===== src/rtl/cia_tod_pkg.sv =====
// Shared encodings for the CIA TOD access sequencer: host op codes,
// the control-register alarm-select value and the bus sequencing states.
package cia_tod_pkg;

    localparam logic [1:0] OP_READ_TOD    = 2'd0;
    localparam logic [1:0] OP_WRITE_TOD   = 2'd1;
    localparam logic [1:0] OP_WRITE_ALARM = 2'd2;
    localparam logic [1:0] OP_READ_CRB    = 2'd3;

    // CRB bit 7 steers TOD byte writes to the alarm registers
    localparam logic [7:0] CRB_ALARM_SEL  = 8'h80;

    typedef enum logic [3:0] {
        IDLE,
        RD_HI,
        RD_MID,
        RD_LO,
        RD_CRB,
        WR_PRE,
        WR_HI,
        WR_MID,
        WR_LO,
        WR_POST
    } tod_state_t;

endpackage


===== src/rtl/cia_tod_access.sv =====
// CIA TOD access sequencer: turns one 24-bit host request into the ordered
// byte accesses the TOD responder needs (high-first latched reads,
// stop/start write ordering, alarm-select bracketing around alarm writes).
module cia_tod_access
    import cia_tod_pkg::*;
#(
    parameter logic [7:0] TOD_PRE_CRB = 8'h00,
    parameter logic [7:0] CRB_RESTORE = 8'h00
) (
    input  logic        clk,
    input  logic        reset,
    input  logic        clk7_en,
    input  logic        req,
    input  logic [1:0]  op,
    input  logic [23:0] wdata,
    output logic        busy,
    output logic        done,
    output logic [23:0] rdata,
    output logic        bus_wr,
    output logic        bus_tlo,
    output logic        bus_tme,
    output logic        bus_thi,
    output logic        bus_tcr,
    output logic [7:0]  bus_dout,
    input  logic [7:0]  bus_din
);

    tod_state_t  state_q, state_d;
    logic [1:0]  op_q, op_d;
    logic [23:0] wdata_q, wdata_d;
    logic [7:0]  hi_q, hi_d;
    logic [7:0]  mid_q, mid_d;
    logic [23:0] rdata_q, rdata_d;
    logic        busy_q, busy_d;
    logic        done_q, done_d;
    logic        wr_q, wr_d;
    logic        tlo_q, tlo_d;
    logic        tme_q, tme_d;
    logic        thi_q, thi_d;
    logic        tcr_q, tcr_d;
    logic [7:0]  dout_q, dout_d;

    // Next-state sequencing, then bus outputs decoded from the state being entered
    always_comb begin
        state_d = state_q;
        op_d    = op_q;
        wdata_d = wdata_q;
        hi_d    = hi_q;
        mid_d   = mid_q;
        rdata_d = rdata_q;
        busy_d  = busy_q;
        done_d  = 1'b0;

        case (state_q)
            IDLE: begin
                if (req) begin
                    op_d    = op;
                    wdata_d = wdata;
                    busy_d  = 1'b1;
                    case (op)
                        OP_READ_TOD: state_d = RD_HI;
                        OP_READ_CRB: state_d = RD_CRB;
                        default:     state_d = WR_PRE;
                    endcase
                end
            end
            RD_HI: begin
                hi_d    = bus_din;
                state_d = RD_MID;
            end
            RD_MID: begin
                mid_d   = bus_din;
                state_d = RD_LO;
            end
            RD_LO: begin
                // all three bytes land together so no partial value is visible
                rdata_d = {hi_q, mid_q, bus_din};
                busy_d  = 1'b0;
                done_d  = 1'b1;
                state_d = IDLE;
            end
            RD_CRB: begin
                rdata_d = {16'd0, bus_din};
                busy_d  = 1'b0;
                done_d  = 1'b1;
                state_d = IDLE;
            end
            WR_PRE:  state_d = WR_HI;
            WR_HI:   state_d = WR_MID;
            WR_MID:  state_d = WR_LO;
            WR_LO: begin
                if (op_q == OP_WRITE_ALARM) begin
                    state_d = WR_POST;
                end else begin
                    busy_d  = 1'b0;
                    done_d  = 1'b1;
                    state_d = IDLE;
                end
            end
            WR_POST: begin
                busy_d  = 1'b0;
                done_d  = 1'b1;
                state_d = IDLE;
            end
            default: state_d = IDLE;
        endcase

        wr_d   = 1'b0;
        tlo_d  = 1'b0;
        tme_d  = 1'b0;
        thi_d  = 1'b0;
        tcr_d  = 1'b0;
        dout_d = 8'h00;
        case (state_d)
            RD_HI:  thi_d = 1'b1;
            RD_MID: tme_d = 1'b1;
            RD_LO:  tlo_d = 1'b1;
            RD_CRB: tcr_d = 1'b1;
            WR_PRE: begin
                tcr_d  = 1'b1;
                wr_d   = 1'b1;
                dout_d = (op_d == OP_WRITE_ALARM) ? CRB_ALARM_SEL : TOD_PRE_CRB;
            end
            WR_HI: begin
                thi_d  = 1'b1;
                wr_d   = 1'b1;
                dout_d = wdata_d[23:16];
            end
            WR_MID: begin
                tme_d  = 1'b1;
                wr_d   = 1'b1;
                dout_d = wdata_d[15:8];
            end
            WR_LO: begin
                tlo_d  = 1'b1;
                wr_d   = 1'b1;
                dout_d = wdata_d[7:0];
            end
            WR_POST: begin
                tcr_d  = 1'b1;
                wr_d   = 1'b1;
                dout_d = CRB_RESTORE;
            end
            default: ;
        endcase
    end

    // Control and bus registers: advance on ticks only, done self-clears every clk
    always_ff @(posedge clk) begin
        if (reset) begin
            state_q <= IDLE;
            busy_q  <= 1'b0;
            done_q  <= 1'b0;
            wr_q    <= 1'b0;
            tlo_q   <= 1'b0;
            tme_q   <= 1'b0;
            thi_q   <= 1'b0;
            tcr_q   <= 1'b0;
            dout_q  <= 8'h00;
            rdata_q <= 24'h000000;
        end else begin
            done_q <= clk7_en & done_d;
            if (clk7_en) begin
                state_q <= state_d;
                busy_q  <= busy_d;
                wr_q    <= wr_d;
                tlo_q   <= tlo_d;
                tme_q   <= tme_d;
                thi_q   <= thi_d;
                tcr_q   <= tcr_d;
                dout_q  <= dout_d;
                rdata_q <= rdata_d;
            end
        end
    end

    // Request latch and read shadow bytes; only meaningful while busy
    always_ff @(posedge clk) begin
        if (clk7_en) begin
            op_q    <= op_d;
            wdata_q <= wdata_d;
            hi_q    <= hi_d;
            mid_q   <= mid_d;
        end
    end

    assign busy     = busy_q;
    assign done     = done_q;
    assign rdata    = rdata_q;
    assign bus_wr   = wr_q;
    assign bus_tlo  = tlo_q;
    assign bus_tme  = tme_q;
    assign bus_thi  = thi_q;
    assign bus_tcr  = tcr_q;
    assign bus_dout = dout_q;

endmodule


===== config.mk =====
export PLATFORM = sky130hd
export DESIGN_NAME = cia_tod_access
export DESIGN_NICKNAME = d
export VERILOG_FILES = /design/src/rtl/cia_tod_pkg.sv /design/src/rtl/cia_tod_access.sv
export SDC_FILE = /design/constraint.sdc
export NUM_CORES = 1
export LEC_CHECK = 0
export ABC_CLOCK_PERIOD_IN_PS = 3100
export BUFFER_PORTS_ARGS = -buffer_cell sky130_fd_sc_hd__buf_2
export CAP_MARGIN = 20
export CORE_ASPECT_RATIO = 0.7
export CORE_MARGIN = 10
export CORE_UTILIZATION = 30
export CTS_CLUSTER_DIAMETER = 150
export DETAILED_ROUTE_END_ITERATION = 12
export GPL_TIMING_DRIVEN = 0
export PLACE_DENSITY = 0.51
export SYNTH_ARGS = -nofsm -noshare
export SYNTH_HDL_FRONTEND = slang
export SYNTH_SLANG_ARGS = --single-unit

===== constraint.sdc =====
create_clock -name clk -period 3.1 [get_ports clk]
set_input_delay 0.31 -clock clk [delete_from_list [all_inputs] [get_ports clk]]
set_output_delay 0.31 -clock clk [all_outputs]
set_load 0.005 [all_outputs]

==> key figures <==
Status
  • Status: finished, final reports clean

Timing
  • Minimum hold slack: 0.1836 ns
  • Final Setup Violations: 0
  • RSZ-0062 raised after global routing: false
  • Maximum clock rate: 467.5 MHz
  • Final max-slew violation count: 0
  • Final setup skew: 0.006511 ns
  • Fraction of the cycle the final worst path needs: 69.01%
  • Setup slack of the critical path after layout: 0.9607 ns
  • Worst Max-Slew Pin Slew: 0.6340 ns
  • Slew headroom: between 50% and 60%
  • Final min period: 2.139 ns
  • Setup total negative slack: 0 ns
  • Number of endpoints with negative hold slack in the final report: 0

Placement
  • Cell area after placement: 0.004197 mm2
  • Final GP Congestion: about 0.76
  • Placed cells: around 590
  • Pre-CTS setup slack: 0.6119 ns
  • Number of port buffers: 75
  • HPWL Detailed: 6965 um

Power and ir drop
  • Static leakage: 1.803 nW
  • Pwr per Cell Area: 572.5 mW/mm2
  • Post-layout total power: 2.559 mW
  • Worst vdd rail ir drop: approximately 260 uV

CTS
  • Clock slew seen by the registers of the worst setup and hold paths: 0.06 ns
  • Total number of H-tree levels: 3
  • Max Root-Sink Buffers: 2
  • Number of clock buffers inserted by TritonCTS: 9
  • Sinks on Clock Net: 85
  • CTS Hold Bufs: 0
  • Root buf cell: sky130_fd_sc_hd__clkbuf_16
  • Number of gates resized after CTS: 0
  • Clock latency of the later-clocked register in the worst-skew pair: roughly 0.34 ns
  • Clock tree from TritonCTS: built
  • Post-CTS setup buffer count: 0

Logic synthesis
  • EDFF count, synth: 42
  • Library cells used by synthesis: between 40 and 50
  • Compound-cell area share of the yosys netlist: between 10% and 20%
  • Number of warnings printed during yosys synthesis: 0
  • Post-synth net total: between 300 and 400
  • Synthesized netlist cell count: between 300 and 400
  • Cell area after technology mapping: 0.003603 mm2
  • Avg Inst Size Synth: ~10 um2
  • Fraction of the mapped netlist area in adder cells: 0%
  • Combinational family with the most area after synthesis: simple AND/OR/NAND/NOR gates
  • Parity-gate share of the synthesized area counting xor and xnor cells: 0.2431%
  • Simple-gate portion of the synthesized area: 22.43%
  • Count of state elements after synthesis: 85
  • Share of synthesized area occupied by flip-flops and latches: 58.89%
  • Multiplexer area fraction after synthesis: 4.444%
  • Share of flip-flops with an asynchronous set or reset after synthesis: 0%
  • Dominant register cell in the synthesized netlist: sky130_fd_sc_hd__dfxtp_1

Floorplanning
  • Number of core rows: 33
  • Floorplan die width: 151.0 um
  • Number of ports placed on the die boundary: 77
  • Starting density of the core: 30.73%
  • Placeable core region: roughly 0.012 mm2
  • Floorplan die area: 0.01687 mm2
  • Floorplan die height: 111.7 um

Global route
  • Number of antenna violations at the first check in global routing: 0
  • Maximum number of pins on one net before global-route repair: 28
  • Wire length of the first global-routing pass: 15080 um
  • Overflow after GRT: 0
  • Gr usage total: 11.36%
  • Via count of the first global-routing pass: ~2900

Route
  • Wire length reported by the detailed router: 9360 um
  • DR DRC count: 0
  • Iteration-0 DRC Markers: 106
  • Drt wl/cell: 15.37 um
  • Post-detailed-route count of antenna-violating nets: 0
  • Count of vias placed by the detailed router: 2815
  • Length of the first detailed-routing pass in iterations: 4
  • Vias per Instance: 4.622

Cells and area
  • Share of layout cells above drive strength 1: 24.56%
  • Area Growth Syn to Fin: 24.03%
  • Utilization of the core after routing: approximately two fifths
  • Post-layout net count: just under 500
  • Count of inserted antenna diode cells: 0
  • Filler-free cell count of the finished design: 609
  • Design Area, Final: 0.004469 mm2

Critical path
  • Type of the worst setup path: in2reg
  • Startpoint type of the worst setup path: input pin
  • Required time reported for the critical path endpoint: 3.14 ns
  • Biggest cell delay along the critical path: 0.49 ns
  • Worst EP arrival: 2.18 ns
  • Critical Path Slowest Stage Cell: sky130_fd_sc_hd__buf_2
  • Sequence of cells on the critical path: buf_2 > clkbuf_1 > nand2b_1 > nor3_1 > buf_4
  • Crit Path Max Fanout: 27
  • Critical path capture point type: flip-flop

Job
  • Maximum capacitance violations: 0

Worst hold path
  • Kind of path behind the tightest hold check: in2reg
kinds of logic (layout without fill, tap and decap cells):
group,Yosys count,in the layout
AO/OA/AOI/OAI,58,58
multiplexers,16,16
XOR/XNOR,1,1
AND/OR/NAND/NOR,170,170
flip-flops,85,85
buffers and inverters,29,122
state kept, by name, summed over array words and instances, names as in the netlist:
| name | flops |
|---|---|
| bus_tme | 1 |
| op_q | 2 |
| bus_tcr | 1 |
| bus_wr | 1 |
| bus_dout | 8 |
| mid_q | 8 |
| hi_q | 8 |
| busy | 1 |
| wdata_q | 24 |
| bus_tlo | 1 |
| done | 1 |
| bus_thi | 1 |
| rdata | 24 |
| state_q | 4 |
area by class of cell:
| type | instances | area (um2) |
|---|---|---|
| clock buffers | 9 | 225.2 |
| multi-input cells | 245 | 1353 |
| repair buffers | 77 | 390.4 |
| clock inverters | 7 | 47.55 |
| plain buffers | 25 | 120.1 |
| inverters | 4 | 15.01 |
| well taps | 157 | 196.4 |
| fillers | 1209 | 7257 |
| flip-flops and latches | 85 | 2122 |
path summary, 6_finish.rpt:
kind	start	end	slack, ns	cells after the start
max	clk7_en	hi_q[0]$_DFFE_PP_	0.96	5
min	bus_din[2]	hi_q[2]$_DFFE_PP_	0.18	1
max reg2reg	state_q[2]$_SDFFE_PP0P_	rdata[10]$_SDFFE_PP0P_	1.15	5
min reg2reg	bus_tlo$_SDFFE_PP0P_	bus_tlo$_SDFFE_PP0P_	0.47	2
synthesized netlist by cell type, types with 2 or more instances:
library cell / count / area (um2)
sky130_fd_sc_hd__dfxtp_1: 43 / 860.8
sky130_fd_sc_hd__a211oi_1: 11 / 82.58
sky130_fd_sc_hd__nand3b_1: 19 / 142.6
sky130_fd_sc_hd__o21ai_0: 5 / 25.02
sky130_fd_sc_hd__mux2i_1: 16 / 160.2
sky130_fd_sc_hd__clkbuf_1: 14 / 52.55
sky130_fd_sc_hd__nor2_2: 2 / 12.51
sky130_fd_sc_hd__a21oi_1: 28 / 140.1
sky130_fd_sc_hd__nand2b_1: 18 / 112.6
sky130_fd_sc_hd__inv_1: 4 / 15.01
sky130_fd_sc_hd__edfxtp_1: 42 / 1261
sky130_fd_sc_hd__nor2b_1: 2 / 12.51
sky130_fd_sc_hd__a22oi_1: 2 / 15.01
sky130_fd_sc_hd__buf_2: 6 / 30.03
sky130_fd_sc_hd__buf_4: 3 / 22.52
sky130_fd_sc_hd__nand2_1: 84 / 315.3
sky130_fd_sc_hd__nor2_1: 32 / 120.1
sky130_fd_sc_hd__nor3_1: 3 / 15.01
critical path, delay by kind of cell:
| kind | cells | cell delay, ns |
|---|---|---|
| and+or+nand+nor | 2 | 0.72 |
| buffers and inverters | 3 | 1.14 |
metal layers:
layer  GRT usage, %  part of all wire [%]  wire length [um]  up-vias
li1               -                     -                 -     1418
met1          15.10                    49              4580     1326
met2          16.78                    44              4117       66
met3          3.803                   6.0               561        5
met4          4.031                   1.1               101        0
met5              0                     0                 0        -
layout by cell type, fill, tap and decap left out, drive strengths merged, types with 5 or more instances in the layout:
| cell | instances |
|---|---|
| buf | 88 |
| inv | 8 |
| edfxtp | 42 |
| dfxtp | 43 |
| mux2i | 16 |
| nor2 | 34 |
| a211oi | 12 |
| o21ai | 5 |
| nand3b | 19 |
| nand2 | 84 |
| clkbuf | 23 |
| a21oi | 29 |
| nand2b | 18 |
power breakdown:
| group | leakage (nW) | internal, mW | switching [mW] |
|---|---|---|---|
| Sequential | 0.753 | 1.26 | 0.0342 |
| Combinational | 0.913 | 0.109 | 0.161 |
| Clock | 0.137 | 0.546 | 0.451 |
| Total | 1.80 | 1.91 | 0.647 |
No activity file was read; power rests on OpenSTA's default activity.
